**src/rtl/instr_encoder_pkg.sv**
```systemverilog
// Shared opcode/funct constants, request op codes and loader FSM states.
// The opcodes must match the pipeline control decoder bit for bit.
package instr_encoder_pkg;

    localparam logic [5:0] OPC_RTYPE = 6'b000000;
    localparam logic [5:0] OPC_LW    = 6'b100011;
    localparam logic [5:0] OPC_ADDI  = 6'b001000;
    localparam logic [5:0] OPC_BEQ   = 6'b000100;
    localparam logic [5:0] OPC_SW    = 6'b101011;
    localparam logic [5:0] OPC_BNE   = 6'b000101;
    localparam logic [5:0] FUNCT_ADD = 6'b100000;

    localparam logic [2:0] IOP_LW   = 3'd0;
    localparam logic [2:0] IOP_ADDI = 3'd1;
    localparam logic [2:0] IOP_BEQ  = 3'd2;
    localparam logic [2:0] IOP_SW   = 3'd3;
    localparam logic [2:0] IOP_BNE  = 3'd4;
    localparam logic [2:0] IOP_ADD  = 3'd5;

    typedef enum logic [1:0] {
        ST_IDLE  = 2'd0,
        ST_LOAD  = 2'd1,
        ST_DRAIN = 2'd2
    } state_e;

endpackage

```
**src/rtl/instr_pack.sv**
```systemverilog
// Combinational field packer: request fields -> 32-bit instruction word.
// Codes with no encoding raise illegal and yield an all-zero word.
module instr_pack
    import instr_encoder_pkg::*;
(
    input  logic [2:0]  op,
    input  logic [4:0]  rs,
    input  logic [4:0]  rt,
    input  logic [4:0]  rd,
    input  logic [15:0] imm,
    output logic [31:0] word,
    output logic        illegal
);

    always_comb begin
        word    = '0;
        illegal = 1'b0;
        case (op)
            IOP_LW:   word = {OPC_LW,   rs, rt, imm};
            IOP_ADDI: word = {OPC_ADDI, rs, rt, imm};
            IOP_BEQ:  word = {OPC_BEQ,  rs, rt, imm};
            IOP_SW:   word = {OPC_SW,   rs, rt, imm};
            IOP_BNE:  word = {OPC_BNE,  rs, rt, imm};
            IOP_ADD:  word = {OPC_RTYPE, rs, rt, rd, 5'b00000, FUNCT_ADD};
            default:  illegal = 1'b1;
        endcase
    end

endmodule

```
**src/rtl/instr_encoder.sv**
```systemverilog
// Instruction-memory loader: encodes requests and writes them to consecutive
// word addresses through a single output register with a ready handshake.
module instr_encoder
    import instr_encoder_pkg::*;
#(
    parameter int ADDR_W = 32
) (
    input  logic              clk,
    input  logic              rst,
    input  logic              start,
    input  logic [ADDR_W-1:0] base_addr,
    input  logic              in_valid,
    output logic              in_ready,
    input  logic              in_last,
    input  logic [2:0]        in_op,
    input  logic [4:0]        in_rs,
    input  logic [4:0]        in_rt,
    input  logic [4:0]        in_rd,
    input  logic [15:0]       in_imm,
    output logic              imem_we,
    input  logic              imem_ready,
    output logic [ADDR_W-1:0] imem_addr,
    output logic [31:0]       imem_wdata,
    output logic              busy,
    output logic              done,
    output logic              err,
    output logic [15:0]       count
);

    state_e            state_q, state_d;
    logic [ADDR_W-1:0] addr_q, addr_d;
    logic [31:0]       wdata_q, wdata_d;
    logic              we_q, we_d;
    logic [15:0]       count_q, count_d;
    logic              err_q, err_d;

    logic [31:0] pack_word;
    logic        pack_illegal;
    logic        drain;
    logic        accept;

    instr_pack u_pack (
        .op      (in_op),
        .rs      (in_rs),
        .rt      (in_rt),
        .rd      (in_rd),
        .imm     (in_imm),
        .word    (pack_word),
        .illegal (pack_illegal)
    );

    always_comb begin
        state_d  = state_q;
        addr_d   = addr_q;
        wdata_d  = wdata_q;
        we_d     = we_q;
        count_d  = count_q;
        err_d    = err_q;
        done     = 1'b0;
        drain    = we_q && imem_ready;
        // A word leaving this cycle frees the register for a new one.
        in_ready = (state_q == ST_LOAD) && (!we_q || imem_ready);
        accept   = in_valid && in_ready;

        if (drain) begin
            we_d   = 1'b0;
            addr_d = addr_q + ADDR_W'(4);
            if (count_q != 16'hFFFF) count_d = count_q + 16'd1;
        end

        case (state_q)
            ST_IDLE: begin
                if (start) begin
                    state_d = ST_LOAD;
                    addr_d  = base_addr;
                    count_d = '0;
                    err_d   = 1'b0;
                end
            end
            ST_LOAD: begin
                if (accept) begin
                    if (pack_illegal) begin
                        err_d = 1'b1;
                    end else begin
                        we_d    = 1'b1;
                        wdata_d = pack_word;
                    end
                    if (in_last) state_d = ST_DRAIN;
                end
            end
            ST_DRAIN: begin
                if (!we_q) begin
                    state_d = ST_IDLE;
                    done    = 1'b1;
                end
            end
            default: state_d = ST_IDLE;
        endcase
    end

    always_ff @(posedge clk) begin
        if (rst) begin
            state_q <= ST_IDLE;
            addr_q  <= '0;
            wdata_q <= '0;
            we_q    <= 1'b0;
            count_q <= '0;
            err_q   <= 1'b0;
        end else begin
            state_q <= state_d;
            addr_q  <= addr_d;
            wdata_q <= wdata_d;
            we_q    <= we_d;
            count_q <= count_d;
            err_q   <= err_d;
        end
    end

    assign imem_we    = we_q;
    assign imem_addr  = addr_q;
    assign imem_wdata = wdata_q;
    assign busy       = (state_q != ST_IDLE);
    assign err        = err_q;
    assign count      = count_q;

endmodule

```
**config.mk**
```make
export PLATFORM = sky130hd
export DESIGN_NAME = instr_encoder
export DESIGN_NICKNAME = d
export VERILOG_FILES = /design/src/rtl/instr_encoder_pkg.sv /design/src/rtl/instr_pack.sv /design/src/rtl/instr_encoder.sv
export SDC_FILE = /design/constraint.sdc
export NUM_CORES = 1
export LEC_CHECK = 0
export BUFFER_PORTS_ARGS = -buffer_cell sky130_fd_sc_hd__buf_2
export CORE_AREA = 2 2 90 92
export CTS_BUF_LIST = sky130_fd_sc_hd__clkbuf_4
export CTS_CLUSTER_SIZE = 10
export DETAILED_ROUTE_END_ITERATION = 10
export DIE_AREA = 0 0 92 94
export PLACE_DENSITY = 0.95
export SLEW_MARGIN = 10
export SYNTH_ARGS = -nofsm -noshare
export SYNTH_HDL_FRONTEND = slang
export SYNTH_SLANG_ARGS = --single-unit
```
**constraint.sdc**
```tcl
create_clock -name clk -period 3.3 [get_ports clk]
set_clock_uncertainty 0.1 [all_clocks]
set_input_delay 0.165 -clock clk [delete_from_list [all_inputs] [get_ports clk]]
set_output_delay 0.165 -clock clk [all_outputs]
set_load 0.01 [all_outputs]
```
==> impl_metrics.csv <==
group,metric,value,unit
status,status,"finished clean",
final_layout,drive_gt1_frac,0.258,
clock_tree,insertion_delay,420,ps
setup_path,reg2reg_to,"imem_addr[25]",
routing,antenna_left,0,
timing,setup_viol_count_final,0,
die,fp.coreArea,7610,um2
pwr,swShare,0.290,
final_layout,areaGrowthSynthToFinish,38.3,%
synth,syn_inst,517,
flow_run,maxCapViolations,0,
clock_tree,cts_max_level,3,
synth,synth_top_cell_area_share,0.402,
clock_tree,cts_tree,"built",
synth,synth_top_family_by_area,"simple AND/OR/NAND/NOR gates",
timing,hold_viol,0,
setup_path,cp-start-kind,"flop",
die,fp.dieW,92,um
timing,relSlewSlack,0.372,
grt,grt_pass1_wl,21400,um
synth,synthTopCellsByArea,"dfxtp_1 40%, nand2_1 5.5%, nor2_1 5.1%",
synth,synth_area,4080,um2
grt,grt_remaining_overflow,0,
timing,worst_pin_slew,942,ps
pwr,pwr-share-clk,0.288,
placed_design,gp_congestion,0.868,
pwr,combPwrFrac,0.181,
setup_path,critPathKind,"reg2reg",
pwr,powerDensity,367,nW/um2
setup_path,critPathMaxFanout,13,
setup_path,worst-path-stages,4,
routing,first_iter_violations,346,
final_layout,layout.nets,790,
routing,detail_route.wl_per_cell,16.1,um
pwr,power,2070,uW
timing,max_freq,380,MHz
routing,vias_per_cell,5.89,
synth,synthMuxAreaShare,0,
clock_tree,clock_path_buffers,2,
timing,tns,0,ps
die,initial_core_util,0.536,
final_layout,seqCellArea,1640,um2
timing,period_share,0.798,
hold_path,hp-class,"in2reg",
final_layout,diodes,0,
synth,synth_xor_area_frac,0.0279,
placed_design,hpwl,8200,um
grt,antenna_found_initial,0,
setup_path,critPathRequiredTime,3520,ps
die,fp.dieH,94,um
setup_path,cp.buffers_inverters,0,
routing,wl,13300,um
routing,drt_pass1_iterations,5,
setup_path,rrSetupSlack,670,ps
pwr,internal_power,1470,uW
grt,grt_max_degree,54,
final_layout,multi_input_area,2200,um2
synth,synth_ff_type,"dfxtp_1",
placed_design,dpl-instance-area,4820,um2
placed_design,place_ws,894,ps
setup_path,r2r-start,"imem_we",
placed_design,numPortBuffers,155,
setup_path,endpoint,"imem_addr[25]",
synth,synth_fa_ha_area_frac,0.00613,
final_layout,fin_area,5640,um2
routing,vias,4847,
timing,finalCriticalPeriod,2630,ps
timing,rsz0062_at_grt,"no",
routing,route.detailed.drc,0,
final_layout,final_common_cell,"buf_2",
clock_tree,root_buffer,"clkbuf_4",
synth,synth.avg_cell_area,7.89,um2
synth,ys_types,47,
synth,synth_edf_count,0,
grt,grt_pass1_vias,4560,
timing,maxSlewViolCount,0,
setup_path,ff2ff_path_depth,4,
setup_path,critPathMaxStageDelay,600,ps
clock_tree,clock_sinks,82,
synth,yosysWarnings,0,
die,die_area,8650,um2
clock_tree,cts_buffers,9,
setup_path,cp_top_family,"simple AND/OR/NAND/NOR gates",
setup_path,path_cells,"and4_1 -> nand4_1 -> or3_1 -> a311oi_1",
final_layout,fillCellCount,548,
setup_path,crit_arrival,2850,ps
clock_tree,path_clk_slew,130,ps
die,fp-row-count,32,
pwr,ir_worst_vdd,220,uV
synth,synth_compound_area_frac,0.176,
setup_path,crit_path_start,"imem_we",
synth,synthArstFlopShare,0,
grt,grtUsageTotal,0.305,
synth,ys_ff_latch,82,
setup_path,slowest_stage,"dfxtp_1",
pwr,p_sw,602,uW
pwr,p_leak,0.00236,uW
setup_path,crit_path_end_kind,"flop",
final_layout,mostFrequentLayoutCells,"155 x buf_2, 82 x dfxtp_1, 69 x dlygate4sd3_1, 60 x nand2_1, 55 x nor2_1",
synth,synth_top_area_cell,"dfxtp_1",
timing,fin_ws,666,ps
synth,synth_simple_gate_area_frac,0.328,
synth,syn_nets,591,
synth,yosysSeqAreaShare,0.402,
pwr,p_seq_frac,0.531,
die,ios,157,
-- state kept, by name (all words and copies together), names as in the netlist --
signal	cells
count	16
err	1
imem_addr	32
imem_wdata	30
imem_we	1
state_q	2
-- through the flow --
| step | utilization | hold WS, ps | instances |
|---|---|---|---|
| 2_1_floorplan | - | 201 | 517 |
| 3_3_place_gp | 0.633 | 305 | 738 |
| 3_5_place_dp | 0.633 | 314 | 738 |
| 4_1_cts | 0.742 | 1.17 | 823 |
| 5_1_grt | 0.742 | 11.4 | 823 |
| 6_report | 0.742 | 25.9 | 823 |
-- cell families (layout without fill, tap and decap cells) --
| group | count (synthesis) | in the layout |
|---|---|---|
| other | 1 | 1 |
| adder cells (fa/ha/maj) | 2 | 2 |
| AO/OA/AOI/OAI | 109 | 109 |
| buffers and inverters | 51 | 255 |
| AND/OR/NAND/NOR | 259 | 259 |
| XOR/XNOR | 13 | 13 |
| flip-flops | 82 | 82 |
-- worst min-delay path: stages --
cell     delay (ps)
buf_2           100
nor2_1          100
a211o_1         100
nor3_1           40
-- synthesized netlist by cell type (8+ instances only) --
master and number:
nor2_1 55, o31ai_1 9, buf_2 9, nand3_1 37
a21oi_1 40, clkbuf_1 19, a311oi_1 11, and4_1 9
nor4_1 15, nand2_1 60, o21ai_0 11, or4_1 10
dfxtp_1 82, nand4_1 16, or3_1 9, inv_1 11
xor2_1 8, a211oi_1 18, nor3_1 16
-- power groups by stage --
stage,Combinational (uW),Sequential (uW),Clock (uW)
after floorplan,155,1130,0
after global placement,289,1110,0
after detailed placement,298,1120,0
after CTS,364,1090,603
after global routing,407,1110,651
final,376,1100,598
-- per-layer routing --
layer  wire length (um)  GRT usage  vias up
met5                  0          0        -
met4                520      0.147        0
met3                937     0.0562       62
met2               6560      0.527      274
met1               5260      0.368     2228
li1                   -          -     2283
-- repair_timing --
item | in CTS | in global routing
gates resized for setup | 0 | 0
hold buffers | 69 | 0
endpoints found under the hold margin | 60 | 0
setup buffers | 0 | 0
setup endpoints to repair | 0 | 0
-- final cells by class --
cell class | count | area share
multi-input cells | 384 | 0.390
flip-flops and latches | 82 | 0.291
repair buffers | 228 | 0.265
well taps | 102 | 0.0226
clock buffers | 11 | 0.0146
clock inverters | 5 | 0.00975
inverters | 11 | 0.00732
-- how the worst min path moves through the flow --
stage             startpoint              to  slack [ps]  cells past startpoint
2_1_floorplan   base_addr[0]    imem_addr[0]         200                      2
3_3_place_gp        in_rs[2]  imem_wdata[23]         300                      3
3_5_place_dp        in_rs[0]  imem_wdata[21]         310                      3
4_1_cts        base_addr[28]   imem_addr[28]           1                      4
5_1_grt                  rst    imem_addr[9]          10                      2
6_report       base_addr[28]   imem_addr[28]          30                      4
No activity file was read; power rests on OpenSTA's default activity.
